**src/rtl/handshake_pkg.sv**
```systemverilog
// Purpose : shared types and constants for the handshake TX buffer and its clock-crossing stage.
// Latency : n/a (package only).
// Backpress: n/a (package only).
package handshake_pkg;

    // TX handshake FSM. The crossing stage drops its ready while a transfer
    // is in flight, so each transfer is one SEND pulse followed by a full
    // fall-then-rise cycle on the ready line.
    typedef enum logic [1:0] {
        ST_IDLE      = 2'd0,
        ST_SEND      = 2'd1,
        ST_WAIT_DROP = 2'd2,
        ST_WAIT_RISE = 2'd3
    } tx_state_e;

    // Crossing stage: flops used to resynchronise the request and acknowledge
    // in each clock domain.
    localparam int unsigned CDC_SYNC_STAGES = 2;

    // Width of the completed-transfer counter. It wraps modulo 2**SENT_CNT_W.
    localparam int unsigned SENT_CNT_W = 16;

endpackage

```
**src/rtl/sync_fifo.sv**
```systemverilog
// Purpose : single-clock show-ahead FIFO with a separate level counter and registered ready.
// Latency : a pushed word is visible on rd_dat_o the cycle after the push edge.
// Backpress: wr_rdy_o is registered (level != DEPTH); a pop frees space one cycle later, with no same-cycle fall-through.
//
// Ports:
//   clk_i, srst_i          clock and synchronous active-high reset
//   wr_vld_i/wr_dat_i      write request and data, accepted when wr_rdy_o is high
//   wr_rdy_o               registered not-full flag
//   rd_pop_i               advance the head; ignored while empty
//   rd_dat_o               head word, don't-care while empty
//   level_o                number of stored words, 0..DEPTH
module sync_fifo
    import handshake_pkg::*;
#(
    parameter int DATA_W = 16,
    parameter int DEPTH  = 8
) (
    input  logic                     clk_i,
    input  logic                     srst_i,
    input  logic                     wr_vld_i,
    input  logic [DATA_W-1:0]        wr_dat_i,
    output logic                     wr_rdy_o,
    input  logic                     rd_pop_i,
    output logic [DATA_W-1:0]        rd_dat_o,
    output logic [$clog2(DEPTH):0]   level_o
);

    localparam int AW = $clog2(DEPTH);
    localparam int LW = AW + 1;

    logic [DATA_W-1:0] mem_q [DEPTH];
    logic [AW-1:0]     wr_ptr_q, wr_ptr_d;
    logic [AW-1:0]     rd_ptr_q, rd_ptr_d;
    logic [LW-1:0]     level_q, level_d;
    logic              wr_rdy_q, wr_rdy_d;
    logic              push, pop;

    assign push = wr_vld_i & wr_rdy_q;
    assign pop  = rd_pop_i & (level_q != '0);

    // Pointers are exactly AW bits, so DEPTH being a power of two makes the
    // natural overflow the modulo-DEPTH wrap. Fullness comes from the level
    // counter, not from pointer comparison.
    always_comb begin
        wr_ptr_d = wr_ptr_q;
        rd_ptr_d = rd_ptr_q;
        level_d  = level_q;
        if (push) begin
            wr_ptr_d = wr_ptr_q + AW'(1);
        end
        if (pop) begin
            rd_ptr_d = rd_ptr_q + AW'(1);
        end
        case ({push, pop})
            2'b10:   level_d = level_q + LW'(1);
            2'b01:   level_d = level_q - LW'(1);
            default: level_d = level_q;
        endcase
        // Ready is registered from the next level, so it is valid from the
        // first cycle after any push or pop without a combinational path.
        wr_rdy_d = (level_d != LW'(DEPTH));
    end

    always_ff @(posedge clk_i) begin
        if (srst_i) begin
            wr_ptr_q <= '0;
            rd_ptr_q <= '0;
            level_q  <= '0;
            wr_rdy_q <= 1'b1;
        end else begin
            wr_ptr_q <= wr_ptr_d;
            rd_ptr_q <= rd_ptr_d;
            level_q  <= level_d;
            wr_rdy_q <= wr_rdy_d;
        end
    end

    // Storage has no reset; the pointers and level define what is valid.
    always_ff @(posedge clk_i) begin
        if (push) begin
            mem_q[wr_ptr_q] <= wr_dat_i;
        end
    end

    assign rd_dat_o = mem_q[rd_ptr_q];
    assign wr_rdy_o = wr_rdy_q;
    assign level_o  = level_q;

endmodule

```
**src/rtl/handshake_tx_fifo.sv**
```systemverilog
// Purpose : buffers upstream words and hands them one at a time to a clock-crossing stage.
// Latency : a word pushed into an idle, empty buffer raises data_val_o in the cycle after the next edge.
// Backpress: upstream is stalled by registered data_ready_o (full); downstream paces transfers with its ready line.
//
// Ports:
//   clk_i, srst_i              clock and synchronous active-high reset
//   data_i/data_val_i          upstream write, accepted while data_ready_o is high
//   data_ready_o               buffer not full (registered)
//   data_o                     head word shown to the crossing stage, stable for the whole transfer
//   data_val_o                 one-cycle start-of-transfer pulse
//   data_ready_i               crossing-stage idle flag; low while a transfer is in flight
//   level_o                    stored words, including the one in flight
//   sent_cnt_o                 completed transfers, wrapping
module handshake_tx_fifo
    import handshake_pkg::*;
#(
    parameter int DATA_W = 16,
    parameter int DEPTH  = 8
) (
    input  logic                    clk_i,
    input  logic                    srst_i,
    input  logic [DATA_W-1:0]       data_i,
    input  logic                    data_val_i,
    output logic                    data_ready_o,
    output logic [DATA_W-1:0]       data_o,
    output logic                    data_val_o,
    input  logic                    data_ready_i,
    output logic [$clog2(DEPTH):0]  level_o,
    output logic [15:0]             sent_cnt_o
);

    tx_state_e             state_q, state_d;
    logic [SENT_CNT_W-1:0] sent_cnt_q, sent_cnt_d;
    logic                  pop;
    logic                  have_word;

    // The head word stays in the FIFO until the transfer completes, so
    // data_o is stable from SEND until the pop and level counts it as stored.
    sync_fifo #(
        .DATA_W (DATA_W),
        .DEPTH  (DEPTH)
    ) u_fifo (
        .clk_i    (clk_i),
        .srst_i   (srst_i),
        .wr_vld_i (data_val_i),
        .wr_dat_i (data_i),
        .wr_rdy_o (data_ready_o),
        .rd_pop_i (pop),
        .rd_dat_o (data_o),
        .level_o  (level_o)
    );

    assign have_word = (level_o != '0);

    always_comb begin
        state_d    = state_q;
        sent_cnt_d = sent_cnt_q;
        pop        = 1'b0;
        data_val_o = 1'b0;
        case (state_q)
            ST_IDLE: begin
                if (have_word && data_ready_i) begin
                    state_d = ST_SEND;
                end
            end
            ST_SEND: begin
                data_val_o = 1'b1;
                state_d    = ST_WAIT_DROP;
            end
            ST_WAIT_DROP: begin
                // The crossing stage must acknowledge by dropping ready;
                // until it does, nothing is released.
                if (!data_ready_i) begin
                    state_d = ST_WAIT_RISE;
                end
            end
            ST_WAIT_RISE: begin
                if (data_ready_i) begin
                    state_d    = ST_IDLE;
                    pop        = 1'b1;
                    sent_cnt_d = sent_cnt_q + SENT_CNT_W'(1);
                end
            end
            default: begin
                state_d = ST_IDLE;
            end
        endcase
    end

    always_ff @(posedge clk_i) begin
        if (srst_i) begin
            state_q    <= ST_IDLE;
            sent_cnt_q <= '0;
        end else begin
            state_q    <= state_d;
            sent_cnt_q <= sent_cnt_d;
        end
    end

    assign sent_cnt_o = sent_cnt_q;

endmodule

```
**config.mk**
```make
export PLATFORM = sky130hd
export DESIGN_NAME = handshake_tx_fifo
export DESIGN_NICKNAME = d
export VERILOG_FILES = /design/src/rtl/handshake_pkg.sv /design/src/rtl/sync_fifo.sv /design/src/rtl/handshake_tx_fifo.sv
export SDC_FILE = /design/constraint.sdc
export NUM_CORES = 1
export LEC_CHECK = 0
export BUFFER_PORTS_ARGS = -buffer_cell sky130_fd_sc_hd__buf_2
export CELL_PAD_IN_SITES_DETAIL_PLACEMENT = 0
export CELL_PAD_IN_SITES_GLOBAL_PLACEMENT = 1
export CORE_MARGIN = 3
export CORE_UTILIZATION = 50
export DETAILED_ROUTE_END_ITERATION = 10
export HOLD_SLACK_MARGIN = 0.06
export PLACE_DENSITY_LB_ADDON = 0.1
export SLEW_MARGIN = 25
export SYNTH_ARGS = -nofsm -noshare
export SYNTH_HDL_FRONTEND = slang
export SYNTH_SLANG_ARGS = --single-unit
```
**constraint.sdc**
```tcl
create_clock -name clk_i -period 3.42 [get_ports clk_i]
set_input_delay 0.513 -clock clk_i [delete_from_list [all_inputs] [get_ports clk_i]]
set_output_delay 0.513 -clock clk_i [all_outputs]
set_load 0.01 [all_outputs]
```
# --- Word level (Yosys, flattened, before mapping) ---
# Memory sizes are Yosys's and may differ from the RTL's. A register that Yosys moved wholly into a read port is not among the register bits.
# Index checks and enable logic that the tools add are counted.
classes:
  add_sub_neg: 5
  n_eq_ne: 9
  n_mux: 12
  n_bitwise: 2
  n_reduce_logical: 5
op_table:
  columns: ["op", "n"]
  rows:
  - ["$add A16 B1 Y16 const B", 1]
  - ["$pmux W2 S4", 1]
  - ["$pmux W4 S2", 1]
  - ["$add A3 B1 Y3 const B", 2]
  - ["$eq A2 B2 Y1 const B", 3]
  - ["$mux W2", 3]
  - ["$mux W3", 2]
  - ["$ne A2 B2 Y1 const B", 3]
  - ["$mux W1", 5]
  - ["$add A4 B1 Y4 const B", 1]
  - ["$eq A2 B1 Y1 const B", 2]
  - ["$ne A4 B4 Y1 const B", 1]
  - ["$reduce_bool A4 Y1", 1]
  - ["$sub A4 B1 Y4 const B", 1]
  - ["$reduce_and A3 Y1", 1]
  - ["$and A1 B1 Y1", 2]
  - ["$logic_not A2 Y1", 1]
  - ["$reduce_and A2 Y1", 1]
  - ["$logic_and A1 B1 Y1", 1]
totals:
  reg_bits: 29
  ramBits: 128
  in_bits: 20
  output_inout_bits: 38
  word_cells: 40
  memories: 1
mem_list:
  columns: ["memory", "depth", "word_bits", "read_ports", "rd_clocked_by_memory_dff", "wr", "line_no", "rtl"]
  rows:
  - ["u_fifo.mem_q", 8, 16, 1, 1, 1, "sync_fifo.sv:31", "logic [DATA_W-1:0] mem_q [DEPTH];"]

# --- Longest topological paths before layout ---
# Gate-level depths: netlist of run 1.
logic_depth:
  ltp_word: 6
  ltp_mapped: 10
  depth_no_buf: 10

# --- Cells and area by module ---
# A second synthesis of run 1 with hierarchy kept.
unflattened:
  cells_unflattened: 360
  hier_area_um2: 6467.5
modules_own_cells:
  columns: ["mod", "instances", "cells_each", "area_per_inst_um2", "seq_area_each_um2"]
  rows:
  - ["sync_fifo", 1, 261, 5589.1, 4124.0]
  - ["handshake_tx_fifo", 1, 99, 878.3, 360.3]

# --- Least setup slack after synthesis of run 1 ---
# No wires, ideal clock.
synth_path:
  path_type: "input port to flip-flop"
  start: "input data_val_i"
  end: "memory u_fifo.mem_q[0][0], enable pin"
  setup_ns: 0.430
  t_arrival_ns: 2.400
  required_time_ns: 2.990
  setup_slack_ns: 0.590
  path_stages: 4
  path_buffers: 1
  path_cell_list: "and2_1 buf_4 inv_2 nor4_1"
synth_via:
  elab_chain_cells: 3
synth_lines:
  columns: ["element", "line_no", "rtl"]
  rows:
  - ["from (decl)", "handshake_tx_fifo.sv:23", "input logic data_val_i,"]
  - ["$and A1 B1 Y1", "sync_fifo.sv:38", "assign push = wr_vld_i & wr_rdy_q;"]
  - ["$mux W1", "sync_fifo.sv:80", "if (push) begin"]
  - ["$mux W1 (implied by the code)", "sync_fifo.sv:81", "mem_q[wr_ptr_q] <= wr_dat_i;"]
  - ["to (decl)", "sync_fifo.sv:31", null]
# No other way between the ends.

==> results.sh, run 1 <==
export IMPL_status="finished clean"
export IMPL_synthesis_area_sq_um=6340
export IMPL_rsz0062_at_grt="false"
export IMPL_drtIter0Drc=202
export IMPL_rows=40
export IMPL_vias=3253
export IMPL_cts_tree="done"
export IMPL_die_w_um=119
export IMPL_syn_nets=397
export IMPL_holdCritStartpoint="data_i[11]"
export IMPL_cts_buffers=17
export IMPL_cp_max_fo=20
export IMPL_post_cts_buffers=0
export IMPL_drive_above_1_share_pct=34.9
export IMPL_clk_path_buf_depth=2
export IMPL_overflow=0
export IMPL_coreArea_sq_um=12200
export IMPL_initial_core_util_pct=52.0
export IMPL_dr_pass1_iters=4
export IMPL_worstPathArrival_ns=2.34
export IMPL_skew_ns=0.00550
export IMPL_slowest_stage="dfxtp_2"
export IMPL_setup_violations_final=0
export IMPL_cts_resized=0
export IMPL_grt_total_usage_pct=16.5
export IMPL_hold_viol_final=0
export IMPL_power_density_nw_per_um2=571
export IMPL_cts_root_buf="clkbuf_16"
export IMPL_cts_hold_buf=0
export IMPL_antenna_found_initial=0
export IMPL_worstSkewPairLatency_ns=0.41
export IMPL_routedWlPerCell_um=17.5
export IMPL_fin_setup_tns_ns=0
export IMPL_period_share_pct=83.4
export IMPL_ys_ff_latch=160
export IMPL_wl_met2_um=5440
export IMPL_crit_family="multiplexers"
export IMPL_rr_startpoint="state_q[1]"
export IMPL_period_minus_slack_ns=2.85
export IMPL_hold_slack_ns=0.363
export IMPL_dr_max_layer_used="met4"
export IMPL_crit_chain="buf_12 > mux4_2 > mux2_2 > buf_2"
export IMPL_layout_area_overhead_vs_synth_pct=17.7
export IMPL_boundaryPins=58
export IMPL_min_path_type="input port to register"
export IMPL_synth_ff_type="edfxtp_1"
export IMPL_worstSetupStartpointType="register"
export IMPL_tightest_slew_ns=0.937
export IMPL_cp_data_required_time_ns=2.91
export IMPL_maxCapViolCount=0
export IMPL_grt_pass1_vias=3236
export IMPL_synth_top_area_cell="edfxtp_1"
export IMPL_nFillCells=962
export IMPL_async_reset_ff_share_pct=0
export IMPL_yosys_warnings=0
export IMPL_drt_antenna_violating_nets=0
export IMPL_die_h_um=119
export IMPL_drc_errors=0
export IMPL_synth_avg_cell_area_sq_um=17.3
export IMPL_avgViaCountPerCell=5.26
export IMPL_synth_edf_count=128
export IMPL_final_nets=467
export IMPL_vdd_ir_drop_max_mv=0.274
export IMPL_cts_sinks=160
export IMPL_finalPower_w=0.00427
export IMPL_cts_clk_slew_worst_paths_ns=0.06
export IMPL_synth_area_top_cells="edfxtp_1, mux4_2, dfxtp_1"
export IMPL_wl_met3_um=428
export IMPL_fmax_mhz=351
export IMPL_dp_hpwl_um=6590
export IMPL_grt_pass1_wl_um=17400
export IMPL_io_buffers=57
export IMPL_yosysUniqueCellTypes=39
export IMPL_grt_max_degree=33
export IMPL_p_leak_nw=2.54
export IMPL_wl_met1_um=4760
export IMPL_gp_congestion=0.725
export IMPL_path_class="register to output port"
export IMPL_netlist_area_leader_share_pct=60.6
export IMPL_max_slew_margin_pct=37.4
export IMPL_critPathBufInv=2
export IMPL_cts_max_level=4
export IMPL_routed_wl_um=10800
export IMPL_slowest_delay_ns=0.67
export IMPL_cp_end_kind="output port"
export IMPL_synth_cells=367
export IMPL_dieArea_sq_um=14100
export IMPL_synth_seq_area_share_pct=70.7
export IMPL_slew_viol_final=0
## placed cells by master (no fill, tap or decap), types with 2 or more instances in the layout
| master | count |
|---|---|
| nor3_2 | 5 |
| or3_1 | 3 |
| xnor2_1 | 10 |
| mux2_2 | 16 |
| dfxtp_1 | 31 |
| nand2_1 | 17 |
| clkinvlp_4 | 6 |
| inv_1 | 4 |
| a21oi_1 | 11 |
| xor2_1 | 10 |
| o21ai_0 | 5 |
| and2_1 | 2 |
| nand3_1 | 5 |
| clkbuf_16 | 17 |
| buf_4 | 9 |
| and3_1 | 2 |
| buf_2 | 57 |
| nor3_1 | 5 |
| nor2_1 | 32 |
| clkinv_4 | 4 |
| edfxtp_1 | 128 |
| nand2b_1 | 2 |
| ha_1 | 10 |
| bufinv_16 | 2 |
| nand4_1 | 3 |
| mux2i_1 | 3 |
| mux4_2 | 32 |
| inv_6 | 2 |
## state kept, by name (all words and copies together), names as in the netlist, named ones only
| signal | flops |
|---|---|
| sent_cnt_o | 16 |
| u_fifo.level_o | 4 |
| u_fifo.mem_q | 128 |
| u_fifo.rd_ptr_q | 3 |
| u_fifo.wr_ptr_q | 3 |
| state_q | 2 |
| u_fifo.wr_rdy_o | 1 |
## layout make-up
| type | instances | area [sq um] | share of cell area, % |
|---|---|---|---|
| diodes | 1 | 2.50 | 0.0335 |
| repair buffers | 67 | 373 | 4.99 |
| clock inverters | 15 | 163 | 2.18 |
| flip-flops and latches | 160 | 4490 | 60.0 |
| inverters | 5 | 18.8 | 0.251 |
| clock buffers | 17 | 425 | 5.69 |
| multi-input cells | 186 | 1790 | 24.0 |
| well taps | 168 | 210 | 2.81 |
## final timing paths
| path | cells after the start | slack (ns) | end |
|---|---|---|---|
| setup / recovery | 4 | 0.57 | data_o[15] |
| hold reg to reg | 2 | 0.50 | sent_cnt_o[12] |
| hold / removal | 1 | 0.36 | u_fifo.mem_q[6][11] |
| setup reg to reg | 9 | 0.83 | u_fifo.wr_rdy_o |
## stage by stage
| stage | instance area, sq um | utilization, % | instances | worst slack (ns) |
|---|---|---|---|---|
| global route | 7470 | 61.2 | 618 | 0.421 |
| global placement | 6880 | 56.3 | 586 | 0.850 |
| floorplan | 6340 | - | 367 | 0.590 |
| detailed placement | 6880 | 56.3 | 586 | 0.774 |
| finish | 7470 | 61.2 | 619 | 0.569 |
| CTS | 7470 | 61.2 | 618 | 0.490 |
## kinds of logic (layout without fill, tap and decap cells)
group           after synthesis  in the layout  share of synthesized area [%]
flops                       160            160                           70.7
compound gates               20             20                           1.77
xor+xnor                     20             20                           2.76
simple gates                 85             85                           6.67
mux                          51             51                           14.7
other cells                   0              1                              0
fa+ha+maj                    10             10                           1.97
buf+inv                      21            104                           1.48
## per-layer routing
metal	GRT usage, %	up-vias
li1	-	1562
met1	21.4	1610
met2	26.5	61
met3	4.55	20
met4	6.44	0
met5	0	-
## power breakdown
part	switching (W)	internal (W)	leakage (nW)
Sequential	0.0000319	0.00216	1.42
Clock	0.000742	0.00108	0.268
Combinational	0.000145	0.000114	0.846
Total	0.000919	0.00335	2.54
## cells in the mapped netlist, types with 2 or more instances
library cell    n
inv_1           4
nor3_1          9
ha_1           10
xnor2_1        10
nor4_1          2
xor2_1         10
dfxtp_1        32
nand2_1        17
buf_2           3
and2_1          2
nand3_1         5
clkbuf_1       10
edfxtp_1      128
nor2_1         32
a21oi_1        11
mux2i_1         3
mux4_2         32
or3_1           3
o21ai_0         5
mux2_2         16
and3_1          2
nand4_1         3
nand2b_1        2
No activity file was read; power rests on OpenSTA's default activity.
==> run 2: changes to the inputs <==
Settings changed: ABC_AREA set to 1, CORE_UTILIZATION 50 to 47.
Clock period 3.42 ns to 2.85 ns, I/O delays scaled along.
==> run 2 against run 1 <==
Effect of this change: clock skew increased by 0.0017 ns; routed wire length is 24% higher; final area up 2.1%; synthesized cell count up 59%; clock power is 20% higher; largest cell class unchanged; highest routed layer is now met5.
==> results.sh, run 2 <==
export IMPL_clk_path_buf_depth=2
export IMPL_avgViaCountPerCell=5.19
export IMPL_drt_antenna_violating_nets=0
export IMPL_synth_area_top_cells="edfxtp_1, dfxtp_1, nor2_1"
export IMPL_max_slew_margin_pct=57.3
export IMPL_boundaryPins=58
export IMPL_gp_congestion=0.764
export IMPL_cts_resized=0
export IMPL_yosysUniqueCellTypes=30
export IMPL_drive_above_1_share_pct=17.1
export IMPL_holdCritStartpoint="data_i[15]"
export IMPL_synth_seq_area_share_pct=69.1
export IMPL_cts_hold_buf=0
export IMPL_p_leak_nw=2.90
export IMPL_rsz0062_at_grt="false"
export IMPL_status="finished clean"
export IMPL_worstSetupStartpointType="register"
export IMPL_dieArea_sq_um=15200
export IMPL_synth_top_area_cell="edfxtp_1"
export IMPL_drc_errors=0
export IMPL_grt_pass1_vias=4248
export IMPL_grt_max_degree=65
export IMPL_layout_area_overhead_vs_synth_pct=17.6
export IMPL_antennaDiodeCount=0
export IMPL_yosys_warnings=0
export IMPL_die_h_um=123
export IMPL_hold_viol_final=0
export IMPL_power_density_nw_per_um2=698
export IMPL_rows=42
export IMPL_slew_viol_final=0
export IMPL_cts_buffers=17
export IMPL_yosysMostFrequentCell="nor2_1"
export IMPL_min_path_type="input port to register"
export IMPL_syn_nets=612
export IMPL_die_w_um=123
export IMPL_netlist_area_leader_share_pct=59.3
export IMPL_cp_data_required_time_ns=2.42
export IMPL_ys_ff_latch=160
export IMPL_skew_ns=0.00725
export IMPL_dp_hpwl_um=8290
export IMPL_layout_commonest_cell="nor2_1"
export IMPL_coreArea_sq_um=13300
export IMPL_routed_wl_um=13400
export IMPL_fmax_mhz=397
export IMPL_period_minus_slack_ns=2.52
export IMPL_layout_cells_non_filler=842
export IMPL_largest_reg_flops=128
export IMPL_cp_max_fo=64
export IMPL_cts_max_level=4
export IMPL_grt_total_usage_pct=18.8
export IMPL_cp_end_kind="output port"
export IMPL_tightest_slew_ns=0.641
export IMPL_setup_violations_final=0
export IMPL_synth_common_cells="nor2_1, edfxtp_1, o21ai_0"
export IMPL_async_reset_ff_share_pct=0
export IMPL_synth_ff_type="edfxtp_1"
export IMPL_grt_pass1_wl_um=21500
export IMPL_worstSkewPairLatency_ns=0.41
export IMPL_dp_cells=810
export IMPL_regMostFlops="u_fifo.mem_q"
export IMPL_final_nets=683
export IMPL_maxCapViolCount=0
export IMPL_io_buffers=57
export IMPL_antenna_found_initial=1
export IMPL_cts_tree="done"
export IMPL_synth_avg_cell_area_sq_um=11.1
export IMPL_overflow=0
export IMPL_path_class="register to output port"
export IMPL_post_cts_buffers=0
export IMPL_routedWlPerCell_um=15.9
export IMPL_fin_setup_tns_ns=0
export IMPL_initial_core_util_pct=48.6
export IMPL_vias=4373
export IMPL_synth_cells=582
export IMPL_final_util_pct=57.1
export IMPL_vdd_ir_drop_max_mv=0.467
export IMPL_synthesis_area_sq_um=6490
export IMPL_worstPathArrival_ns=2.09
export IMPL_cts_sinks=160
export IMPL_layout_common_cells="nor2_1, edfxtp_1, o21ai_0"
export IMPL_dr_pass1_iters=5
export IMPL_period_share_pct=88.5
export IMPL_cts_clk_slew_worst_paths_ns=0.06
export IMPL_rr_startpoint="state_q[0]"
export IMPL_cts_root_buf="clkbuf_16"
export IMPL_drtIter0Drc=377
export IMPL_synth_edf_count=128
run 2: cell count changes after synthesis, moves of 10 or more:
cell | before | now
xnor2_1 | 10 | 0
o21ai_0 | 5 | 76
o22ai_1 | 0 | 16
mux4_2 | 32 | 0
nand2_1 | 17 | 36
inv_1 | 4 | 34
nor2_1 | 32 | 143
clkbuf_1 | 10 | 21
mux2_2 | 16 | 0
a31oi_1 | 0 | 16
run 2: power by group:
group	total, W	leakage, nW	internal (W)	switching, W
sequential	0.00265	1.42	0.00261	0.0000410
clock	0.00218	0.285	0.00135	0.000825
combinational	0.000493	1.19	0.000172	0.000321
run 2: per-stage QoR:
| stage | worst slack, ns | hold slack [ns] | total power, W | cell area (sq um) |
|---|---|---|---|---|
| finish | 0.329 | 0.283 | 0.00532 | 7630 |
| global route | 0.107 | 0.283 | 0.00556 | 7630 |
| CTS | 0.312 | 0.269 | 0.00537 | 7630 |
| detailed placement | 0.764 | 0.465 | 0.00320 | 7060 |
| global placement | 0.783 | 0.455 | 0.00319 | 7060 |
| floorplan | 0.967 | 0.444 | 0.00301 | 6490 |
run 2: cell type report:
| type | instances | area (sq um) |
|---|---|---|
| inverter | 36 | 135 |
| fill | 1166 | 5720 |
| multi-input combinational | 362 | 1770 |
| clock inverter | 7 | 85.1 |
| timing repair buffer | 76 | 440 |
| tap | 176 | 220 |
| sequential | 160 | 4490 |
| clock buffer | 25 | 485 |
run 2: cells by family after synthesis:
| kind of cell | Yosys count | synth area share, % |
|---|---|---|
| and+or+nand+nor | 213 | 13.7 |
| DFF | 160 | 69.1 |
| AOI/OAI and AO/OA | 135 | 11.2 |
| buffers and inverters | 60 | 3.51 |
| adders and majority gates | 10 | 1.93 |
| xor gates and xnor gates | 4 | 0.540 |
run 2: worst max-delay path, cell delays in order (launching register included):
cell and delay (ns):
dfxtp_2 0.33, buf_4 0.52, o21ai_0 0.20, o22ai_1 0.18, nor2_1 0.06, a31oi_1 0.21, buf_2 0.17
run 2: path summary, 6_finish.rpt:
| check | endpoint | slack (ns) | cells past startpoint |
|---|---|---|---|
| setup / recovery | data_o[9] | 0.33 | 6 |
| hold / removal | u_fifo.mem_q[5][15] | 0.28 | 1 |
| setup reg to reg | u_fifo.wr_rdy_o | 0.75 | 15 |
| hold reg to reg | sent_cnt_o[15] | 0.47 | 2 |
run 2: metal layers:
layer  up-vias  GRT usage, %  part of all wire [%]
met2        70          30.5                    48
li1       2184             -                     -
met3        20          4.44                   3.9
met4         2          7.20                   1.6
met5         -             0                 0.052
met1      2097          24.7                    46
